### src/rtl/noise_frame_sequencer_if.sv
// Pixel-in / block-out bus between the pixel source, the sequencer and the noise datapath.
// master = pixel source + datapath result side, slave = sequencer.
// Pure wiring container; no storage and no latency of its own.
interface noise_frame_sequencer_if #(
  parameter int DATA_WIDTH = 8
);
  // Upstream pixel stream and per-frame configuration
  logic [31:0]             cfg_blocks_per_frame;
  logic [DATA_WIDTH-1:0]   pix_in;
  logic                    pix_valid;
  logic                    pix_sof;
  logic                    pix_ready;

  // Framed stream towards the noise-estimation datapath
  logic [DATA_WIDTH-1:0]   data_out;
  logic                    data_valid;
  logic                    start_data;
  logic                    end_data;
  logic                    start_of_frame;
  logic                    end_of_frame;
  logic [31:0]             blocks_per_frame;

  // Result return path and status
  logic [2*DATA_WIDTH-1:0] estimated_noise;
  logic                    estimated_noise_ready;
  logic [2*DATA_WIDTH-1:0] noise_out;
  logic                    noise_valid;
  logic                    busy;
  logic                    sof_error;
  logic                    cfg_error;

  modport master (
    output cfg_blocks_per_frame, pix_in, pix_valid, pix_sof,
    output estimated_noise, estimated_noise_ready,
    input  pix_ready, data_out, data_valid, start_data, end_data,
    input  start_of_frame, end_of_frame, blocks_per_frame,
    input  noise_out, noise_valid, busy, sof_error, cfg_error
  );

  modport slave (
    input  cfg_blocks_per_frame, pix_in, pix_valid, pix_sof,
    input  estimated_noise, estimated_noise_ready,
    output pix_ready, data_out, data_valid, start_data, end_data,
    output start_of_frame, end_of_frame, blocks_per_frame,
    output noise_out, noise_valid, busy, sof_error, cfg_error
  );
endinterface

### src/rtl/noise_frame_sequencer.sv
// Slices a pixel stream into TOTAL_SAMPLES-sample blocks with frame/block framing pulses, then waits for the noise result.
// Latency: 1 cycle from accepting edge to data_out/flags; result captured 1 cycle after estimated_noise_ready.
// Backpressure: pix_ready is registered and drops right after the frame's last sample until the result returns.
module noise_frame_sequencer #(
  parameter int DATA_WIDTH    = 8,
  parameter int TOTAL_SAMPLES = 64
) (
  input  logic                  clk,
  input  logic                  rst_n,
  noise_frame_sequencer_if.slave bus
);

  // Sample counter width; TOTAL_SAMPLES is a power of two so the counter wraps naturally.
  localparam int            CW       = (TOTAL_SAMPLES > 1) ? $clog2(TOTAL_SAMPLES) : 1;
  localparam logic [CW-1:0] LAST_IDX = CW'(TOTAL_SAMPLES - 1);

  typedef enum logic [1:0] {
    IDLE        = 2'd0,
    STREAM      = 2'd1,
    WAIT_RESULT = 2'd2
  } state_e;

  state_e                  state_q;
  logic [CW-1:0]           sample_cnt_q;
  logic [31:0]             block_cnt_q;
  logic [31:0]             bpf_q;

  logic                    pix_ready_q;
  logic                    busy_q;
  logic [DATA_WIDTH-1:0]   data_out_q;
  logic                    data_valid_q;
  logic                    start_data_q;
  logic                    end_data_q;
  logic                    sof_q;
  logic                    eof_q;
  logic [2*DATA_WIDTH-1:0] noise_out_q;
  logic                    noise_valid_q;
  logic                    sof_error_q;
  logic                    cfg_error_q;

  // Next-count values and the decode used by the FSM.
  logic [CW-1:0] sample_cnt_d;
  logic [31:0]   block_cnt_d;
  logic          accept;
  logic          cfg_zero;
  logic          last_sample;
  logic          last_block;
  logic          first_sample;

  assign sample_cnt_d = sample_cnt_q + CW'(1);
  assign block_cnt_d  = block_cnt_q + 32'd1;
  assign accept       = bus.pix_valid && pix_ready_q;
  assign cfg_zero     = (bus.cfg_blocks_per_frame == 32'd0);
  assign last_sample  = (sample_cnt_q == LAST_IDX);
  assign first_sample = (sample_cnt_q == '0);
  // bpf_q is never 0 while streaming, so the subtraction cannot wrap there.
  assign last_block   = (block_cnt_q == (bpf_q - 32'd1));

  // Frame FSM: counters, framing flags, result capture and all registered outputs.
  always_ff @(posedge clk or negedge rst_n) begin
    if (!rst_n) begin
      state_q       <= IDLE;
      sample_cnt_q  <= '0;
      block_cnt_q   <= '0;
      bpf_q         <= '0;
      pix_ready_q   <= 1'b0;
      busy_q        <= 1'b0;
      data_out_q    <= '0;
      data_valid_q  <= 1'b0;
      start_data_q  <= 1'b0;
      end_data_q    <= 1'b0;
      sof_q         <= 1'b0;
      eof_q         <= 1'b0;
      noise_out_q   <= '0;
      noise_valid_q <= 1'b0;
      sof_error_q   <= 1'b0;
      cfg_error_q   <= 1'b0;
    end else begin
      // Pulses default low; pix_ready is only withheld while a result is outstanding.
      data_valid_q  <= 1'b0;
      start_data_q  <= 1'b0;
      end_data_q    <= 1'b0;
      sof_q         <= 1'b0;
      eof_q         <= 1'b0;
      noise_valid_q <= 1'b0;
      sof_error_q   <= 1'b0;
      cfg_error_q   <= 1'b0;
      pix_ready_q   <= 1'b1;

      case (state_q)
        IDLE: begin
          // Non-SOF pixels are swallowed here until a frame start arrives.
          if (accept && bus.pix_sof) begin
            if (cfg_zero) begin
              cfg_error_q <= 1'b1;
            end else begin
              bpf_q        <= bus.cfg_blocks_per_frame;
              sample_cnt_q <= CW'(1);
              block_cnt_q  <= '0;
              data_out_q   <= bus.pix_in;
              data_valid_q <= 1'b1;
              start_data_q <= 1'b1;
              sof_q        <= 1'b1;
              busy_q       <= 1'b1;
              state_q      <= STREAM;
            end
          end
        end

        STREAM: begin
          if (accept) begin
            if (bus.pix_sof) begin
              // A new SOF abandons the running frame; no end flags for it.
              sof_error_q <= 1'b1;
              if (cfg_zero) begin
                cfg_error_q <= 1'b1;
                busy_q      <= 1'b0;
                state_q     <= IDLE;
              end else begin
                bpf_q        <= bus.cfg_blocks_per_frame;
                sample_cnt_q <= CW'(1);
                block_cnt_q  <= '0;
                data_out_q   <= bus.pix_in;
                data_valid_q <= 1'b1;
                start_data_q <= 1'b1;
                sof_q        <= 1'b1;
              end
            end else begin
              data_out_q   <= bus.pix_in;
              data_valid_q <= 1'b1;
              start_data_q <= first_sample;
              end_data_q   <= last_sample;
              sof_q        <= first_sample && (block_cnt_q == 32'd0);
              eof_q        <= last_sample && last_block;
              sample_cnt_q <= sample_cnt_d;
              if (last_sample) begin
                block_cnt_q <= block_cnt_d;
              end
              // Frame complete: stop accepting until the datapath answers.
              if (last_sample && last_block) begin
                pix_ready_q <= 1'b0;
                state_q     <= WAIT_RESULT;
              end
            end
          end
        end

        WAIT_RESULT: begin
          if (bus.estimated_noise_ready) begin
            noise_out_q   <= bus.estimated_noise;
            noise_valid_q <= 1'b1;
            busy_q        <= 1'b0;
            sample_cnt_q  <= '0;
            block_cnt_q   <= '0;
            state_q       <= IDLE;
          end else begin
            pix_ready_q <= 1'b0;
          end
        end

        default: begin
          busy_q  <= 1'b0;
          state_q <= IDLE;
        end
      endcase
    end
  end

  assign bus.pix_ready        = pix_ready_q;
  assign bus.busy             = busy_q;
  assign bus.data_out         = data_out_q;
  assign bus.data_valid       = data_valid_q;
  assign bus.start_data       = start_data_q;
  assign bus.end_data         = end_data_q;
  assign bus.start_of_frame   = sof_q;
  assign bus.end_of_frame     = eof_q;
  assign bus.blocks_per_frame = bpf_q;
  assign bus.noise_out        = noise_out_q;
  assign bus.noise_valid      = noise_valid_q;
  assign bus.sof_error        = sof_error_q;
  assign bus.cfg_error        = cfg_error_q;

endmodule

### src/flat_wrapper.sv
// flat-port wrapper written by rule: the top's interface ports become plain ports
module noise_frame_sequencer_flat 
#(
  parameter int DATA_WIDTH    = 8,
  parameter int TOTAL_SAMPLES = 64
)
  (clk, rst_n, bus_cfg_blocks_per_frame, bus_pix_in, bus_pix_valid, bus_pix_sof, bus_estimated_noise, bus_estimated_noise_ready, bus_pix_ready, bus_data_out, bus_data_valid, bus_start_data, bus_end_data, bus_start_of_frame, bus_end_of_frame, bus_blocks_per_frame, bus_noise_out, bus_noise_valid, bus_busy, bus_sof_error, bus_cfg_error);
  noise_frame_sequencer_if #(.DATA_WIDTH(DATA_WIDTH)) bus_i ();
  input  logic clk;
  input  logic rst_n;
  input wire logic [$bits(bus_i.cfg_blocks_per_frame)-1:0] bus_cfg_blocks_per_frame;
  input wire logic [$bits(bus_i.pix_in)-1:0] bus_pix_in;
  input wire logic [$bits(bus_i.pix_valid)-1:0] bus_pix_valid;
  input wire logic [$bits(bus_i.pix_sof)-1:0] bus_pix_sof;
  input wire logic [$bits(bus_i.estimated_noise)-1:0] bus_estimated_noise;
  input wire logic [$bits(bus_i.estimated_noise_ready)-1:0] bus_estimated_noise_ready;
  output wire logic [$bits(bus_i.pix_ready)-1:0] bus_pix_ready;
  output wire logic [$bits(bus_i.data_out)-1:0] bus_data_out;
  output wire logic [$bits(bus_i.data_valid)-1:0] bus_data_valid;
  output wire logic [$bits(bus_i.start_data)-1:0] bus_start_data;
  output wire logic [$bits(bus_i.end_data)-1:0] bus_end_data;
  output wire logic [$bits(bus_i.start_of_frame)-1:0] bus_start_of_frame;
  output wire logic [$bits(bus_i.end_of_frame)-1:0] bus_end_of_frame;
  output wire logic [$bits(bus_i.blocks_per_frame)-1:0] bus_blocks_per_frame;
  output wire logic [$bits(bus_i.noise_out)-1:0] bus_noise_out;
  output wire logic [$bits(bus_i.noise_valid)-1:0] bus_noise_valid;
  output wire logic [$bits(bus_i.busy)-1:0] bus_busy;
  output wire logic [$bits(bus_i.sof_error)-1:0] bus_sof_error;
  output wire logic [$bits(bus_i.cfg_error)-1:0] bus_cfg_error;
  assign bus_i.cfg_blocks_per_frame = bus_cfg_blocks_per_frame;
  assign bus_i.pix_in = bus_pix_in;
  assign bus_i.pix_valid = bus_pix_valid;
  assign bus_i.pix_sof = bus_pix_sof;
  assign bus_i.estimated_noise = bus_estimated_noise;
  assign bus_i.estimated_noise_ready = bus_estimated_noise_ready;
  assign bus_pix_ready = bus_i.pix_ready;
  assign bus_data_out = bus_i.data_out;
  assign bus_data_valid = bus_i.data_valid;
  assign bus_start_data = bus_i.start_data;
  assign bus_end_data = bus_i.end_data;
  assign bus_start_of_frame = bus_i.start_of_frame;
  assign bus_end_of_frame = bus_i.end_of_frame;
  assign bus_blocks_per_frame = bus_i.blocks_per_frame;
  assign bus_noise_out = bus_i.noise_out;
  assign bus_noise_valid = bus_i.noise_valid;
  assign bus_busy = bus_i.busy;
  assign bus_sof_error = bus_i.sof_error;
  assign bus_cfg_error = bus_i.cfg_error;
  noise_frame_sequencer #(.DATA_WIDTH(DATA_WIDTH), .TOTAL_SAMPLES(TOTAL_SAMPLES)) u_core (.clk(clk), .rst_n(rst_n), .bus(bus_i));
endmodule
### config.mk
export PLATFORM = sky130hd
export DESIGN_NAME = noise_frame_sequencer_flat
export DESIGN_NICKNAME = d
export VERILOG_FILES = /design/src/rtl/noise_frame_sequencer_if.sv /design/src/rtl/noise_frame_sequencer.sv /design/src/flat_wrapper.sv
export SDC_FILE = /design/constraint.sdc
export NUM_CORES = 1
export LEC_CHECK = 0
export CELL_PAD_IN_SITES_DETAIL_PLACEMENT = 1
export CELL_PAD_IN_SITES_GLOBAL_PLACEMENT = 2
export CORE_MARGIN = 3
export CORE_UTILIZATION = 29
export DETAILED_ROUTE_END_ITERATION = 10
export HOLD_SLACK_MARGIN = 0.15
export PLACE_DENSITY_LB_ADDON = 0.1
export RECOVER_POWER = 100
export REMOVE_ABC_BUFFERS = 1
export SETUP_SLACK_MARGIN = 0.3
export SKIP_LAST_GASP = 1
export SYNTH_ARGS = -nofsm -noshare
export SYNTH_HDL_FRONTEND = slang
export SYNTH_SLANG_ARGS = --single-unit
### constraint.sdc
create_clock -name clk -period 3.2 [get_ports clk]
set_input_delay 0.48 -clock clk [delete_from_list [all_inputs] [get_ports clk]]
set_output_delay 0.48 -clock clk [all_outputs]
set_load 0.02 [all_outputs]
==> impl_metrics.py <==
metrics = {
    "run_status": {
        "outcome": "finished clean",
    },
    "detailed_routing": {
        "detail_route.iter0.violations": 217,
        "drtPass1Iterations": 4,
        "antenna_left": 0,
        "avgViaCountPerCell": 5.255,
        "wirelength_um": 22020,
        "drc": 0,
        "via_count": 5891,
        "wl_per_cell_um": 19.65,
    },
    "global_routing": {
        "gr-total-overflow": 0,
        "grt_pass1_vias": 6568,
        "grt_max_degree": 52,
        "grt_pass1_wl_um": 35800,
        "antenna_found_initial": 0,
        "grt.total_usage_pct": 18.84,
    },
    "floorplan": {
        "pin_count": 127,
        "initial_utilization_pct": 29.67,
        "die_area_sq_um": 23440,
        "num_rows": 53,
        "die_w_um": 153.1,
        "coreArea_sq_um": 21150,
        "die_y_um": 153.1,
    },
    "setup_path": {
        "cp.arrival_ns": 3.44,
        "crit_fanout": 2,
        "critical_path.startpoint_type": "flop",
        "required_ns": 3.44,
        "end_kind": "flop",
        "rrSetupSlack_ns": 0.004,
        "criticalPathCategory": "flop to flop",
    },
    "timing": {
        "period_share_pct": 99.86,
        "maxSlewViolCount": 0,
        "setup_violations": 0,
        "period_needed_ns": 3.196,
        "worst_slew_pin_slew_ns": 1.387,
        "max_freq_mhz": 312.9,
        "finalHoldViolations": 0,
        "rsz0062_at_grt": "true",
        "setup_tns_ns": 0,
        "relSlewSlack_pct": 7.526,
        "finClkSkew_ns": 0.007074,
    },
    "synth": {
        "synth_edf_count": 0,
        "synth_area_per_cell_sq_um": 9.538,
        "yosys_most_used_dff": "dfrtp_1",
        "syn_area_sq_um": 6276,
        "yosysSeqAreaShare_pct": 42.26,
        "synthArstFlopShare_pct": 100.0,
        "synth.distinct_cells": 63,
        "ys_ff_latch": 106,
        "yosys_warnings": 0,
        "syn-instance-count": 658,
    },
    "clock_tree": {
        "clk_latency_ns": 0.36,
        "cts.clk_slew.worst_paths_ns": 0.08,
        "cts_tree": "done",
        "htreeDepth": 3,
        "clock_sinks": 106,
        "numCtsBuffers": 9,
        "cts_max_path_buffers": 2,
        "clockRootBuffer": "clkbuf_16",
    },
    "power_and_ir_drop": {
        "p_per_area_nw_per_um2": 750.8,
        "ir_drop_mv": 0.2555,
        "p_leak_nw": 3.654,
        "power.total_w": 0.006546,
    },
    "job": {
        "cap_violations": 0,
    },
    "final_layout": {
        "drive_above_1_share_pct": 21.04,
        "antennaDiodeCount": 0,
        "final_common_cell": "dfrtp_1",
        "area_growth_pct": 38.92,
        "nNetsFinal": 911,
        "layout_common_cells": "dfrtp_1 (105), buf_4 (70), dlygate4sd3_1 (66)",
        "layoutNonFillerInstCount": 1121,
    },
    "placement": {
        "portBuffers": 126,
        "hpwl_um": 17070,
        "placed_cells": 1098,
        "gp_congestion": 0.7947,
    },
    "hold_path": {
        "hold_class": "input port to async pin",
    },
}
==> per-stage QoR <==
step | setup WS (ns) | utilization [%] | area [sq um] | hold slack, ns
final | 0.004468 | 41.21 | 8718 | 0.4287
after global routing | -0.1327 | 41.21 | 8718 | 0.5280
after CTS | 0.03016 | 41.11 | 8697 | 0.1970
after detailed placement | -0.1052 | 39.42 | 8338 | 0.4968
after global placement | -0.04842 | 39.42 | 8338 | 0.4877
after floorplan | -0.1497 | - | 6135 | 0.1844
==> report_power, final <==
part	internal [W]	leakage [nW]	switching (W)
combinational	0.00155	2.13	0.00192
sequential	0.00165	1.38	0.000292
clock	0.000552	0.143	0.000589
total	0.00375	3.65	0.00280
==> cells by family after synthesis <==
logic type	after synthesis	synth area share, %
and+or+nand+nor	269	23.50
AOI/OAI and AO/OA	110	11.94
DFF	106	42.26
buffers and inverters	60	3.688
muxes	58	10.39
xor gates and xnor gates	46	6.419
adders and majority gates	9	1.794
==> state kept, by name (all words and copies together), names as in the netlist, 2 cells and up <==
name                         flops
u_core.state_q                   2
u_core.sample_cnt_q              6
u_core.bus.data_out              8
u_core.bus.blocks_per_frame     32
u_core.bus.noise_out            16
u_core.block_cnt_q              32
==> cell type report <==
| class | count | area (sq um) |
|---|---|---|
| clock buffers | 9 | 225.2 |
| clock inverters | 7 | 68.82 |
| flip-flops and latches | 106 | 2654 |
| fillers | 2383 | 12440 |
| well taps | 275 | 344.1 |
| multi-input cells | 492 | 3498 |
| repair buffers | 208 | 1838 |
| inverters | 24 | 90.09 |
==> path summary, 6_finish.rpt <==
check | start | end | depth (start not counted)
worst min-delay path | rst_n | u_core.bus.blocks_per_frame[4] | 1
max in group asynchronous | rst_n | u_core.bus.blocks_per_frame[25] | 2
min in group clk | u_core.bus.data_out[5] | u_core.bus.data_out[5] | 1
worst max register to register | u_core.bus.blocks_per_frame[15] | u_core.state_q[0] | 8
worst max-delay path | u_core.bus.blocks_per_frame[15] | u_core.state_q[0] | 8
worst min register to register | u_core.bus.data_out[5] | u_core.bus.data_out[5] | 1
==> routing by layer <==
metal / GRT usage [%] / up-vias / part of all wire (%)
met5: 0 / - / 0
met4: 3.988 / 0 / 1.7
met3: 4.417 / 17 / 4.5
met2: 32.31 / 123 / 49
met1: 24.31 / 2962 / 44
li1: - / 2789 / -
==> critical path, cell delays in order, from the launching register on <==
cell and delay [ns]:
dfrtp_1 0.38, or3_1 0.39, or4_4 0.50, or4_4 0.44, a211oi_2 0.20, nand4_1 0.14
or4_4 0.62, nor4b_4 0.30, o32ai_2 0.12
==> synthesized netlist by cell type (all sizes together), types with 7 or more instances <==
library cell | instances | share of area, %
nor2 | 47 | 2.8
nor3 | 29 | 2.5
a21oi | 17 | 1.4
mux2 | 57 | 10
o31ai | 9 | 1.1
and3 | 9 | 0.90
or3 | 9 | 0.90
o21ai | 32 | 2.6
dfrtp | 106 | 42
xor2 | 24 | 3.3
a31oi | 10 | 1.0
nor4 | 26 | 2.6
inv | 24 | 1.4
and2 | 8 | 0.80
nand2 | 46 | 2.8
nand4 | 19 | 1.9
a211oi | 7 | 0.84
nor2b | 9 | 0.90
nand3 | 35 | 2.9
clkbuf | 32 | 2.0
or4 | 7 | 0.98
ha | 9 | 1.8
xnor2 | 22 | 3.1
==> timing repair <==
action / CTS / global route
resized for setup: 6 / 19
buffers inserted: 5 / 2
hold buffers: 0 / 0
pin swaps: 4 / 6
setup endpoints to repair: 4 / 61
Note: power is estimated with default switching activity, not from simulation.
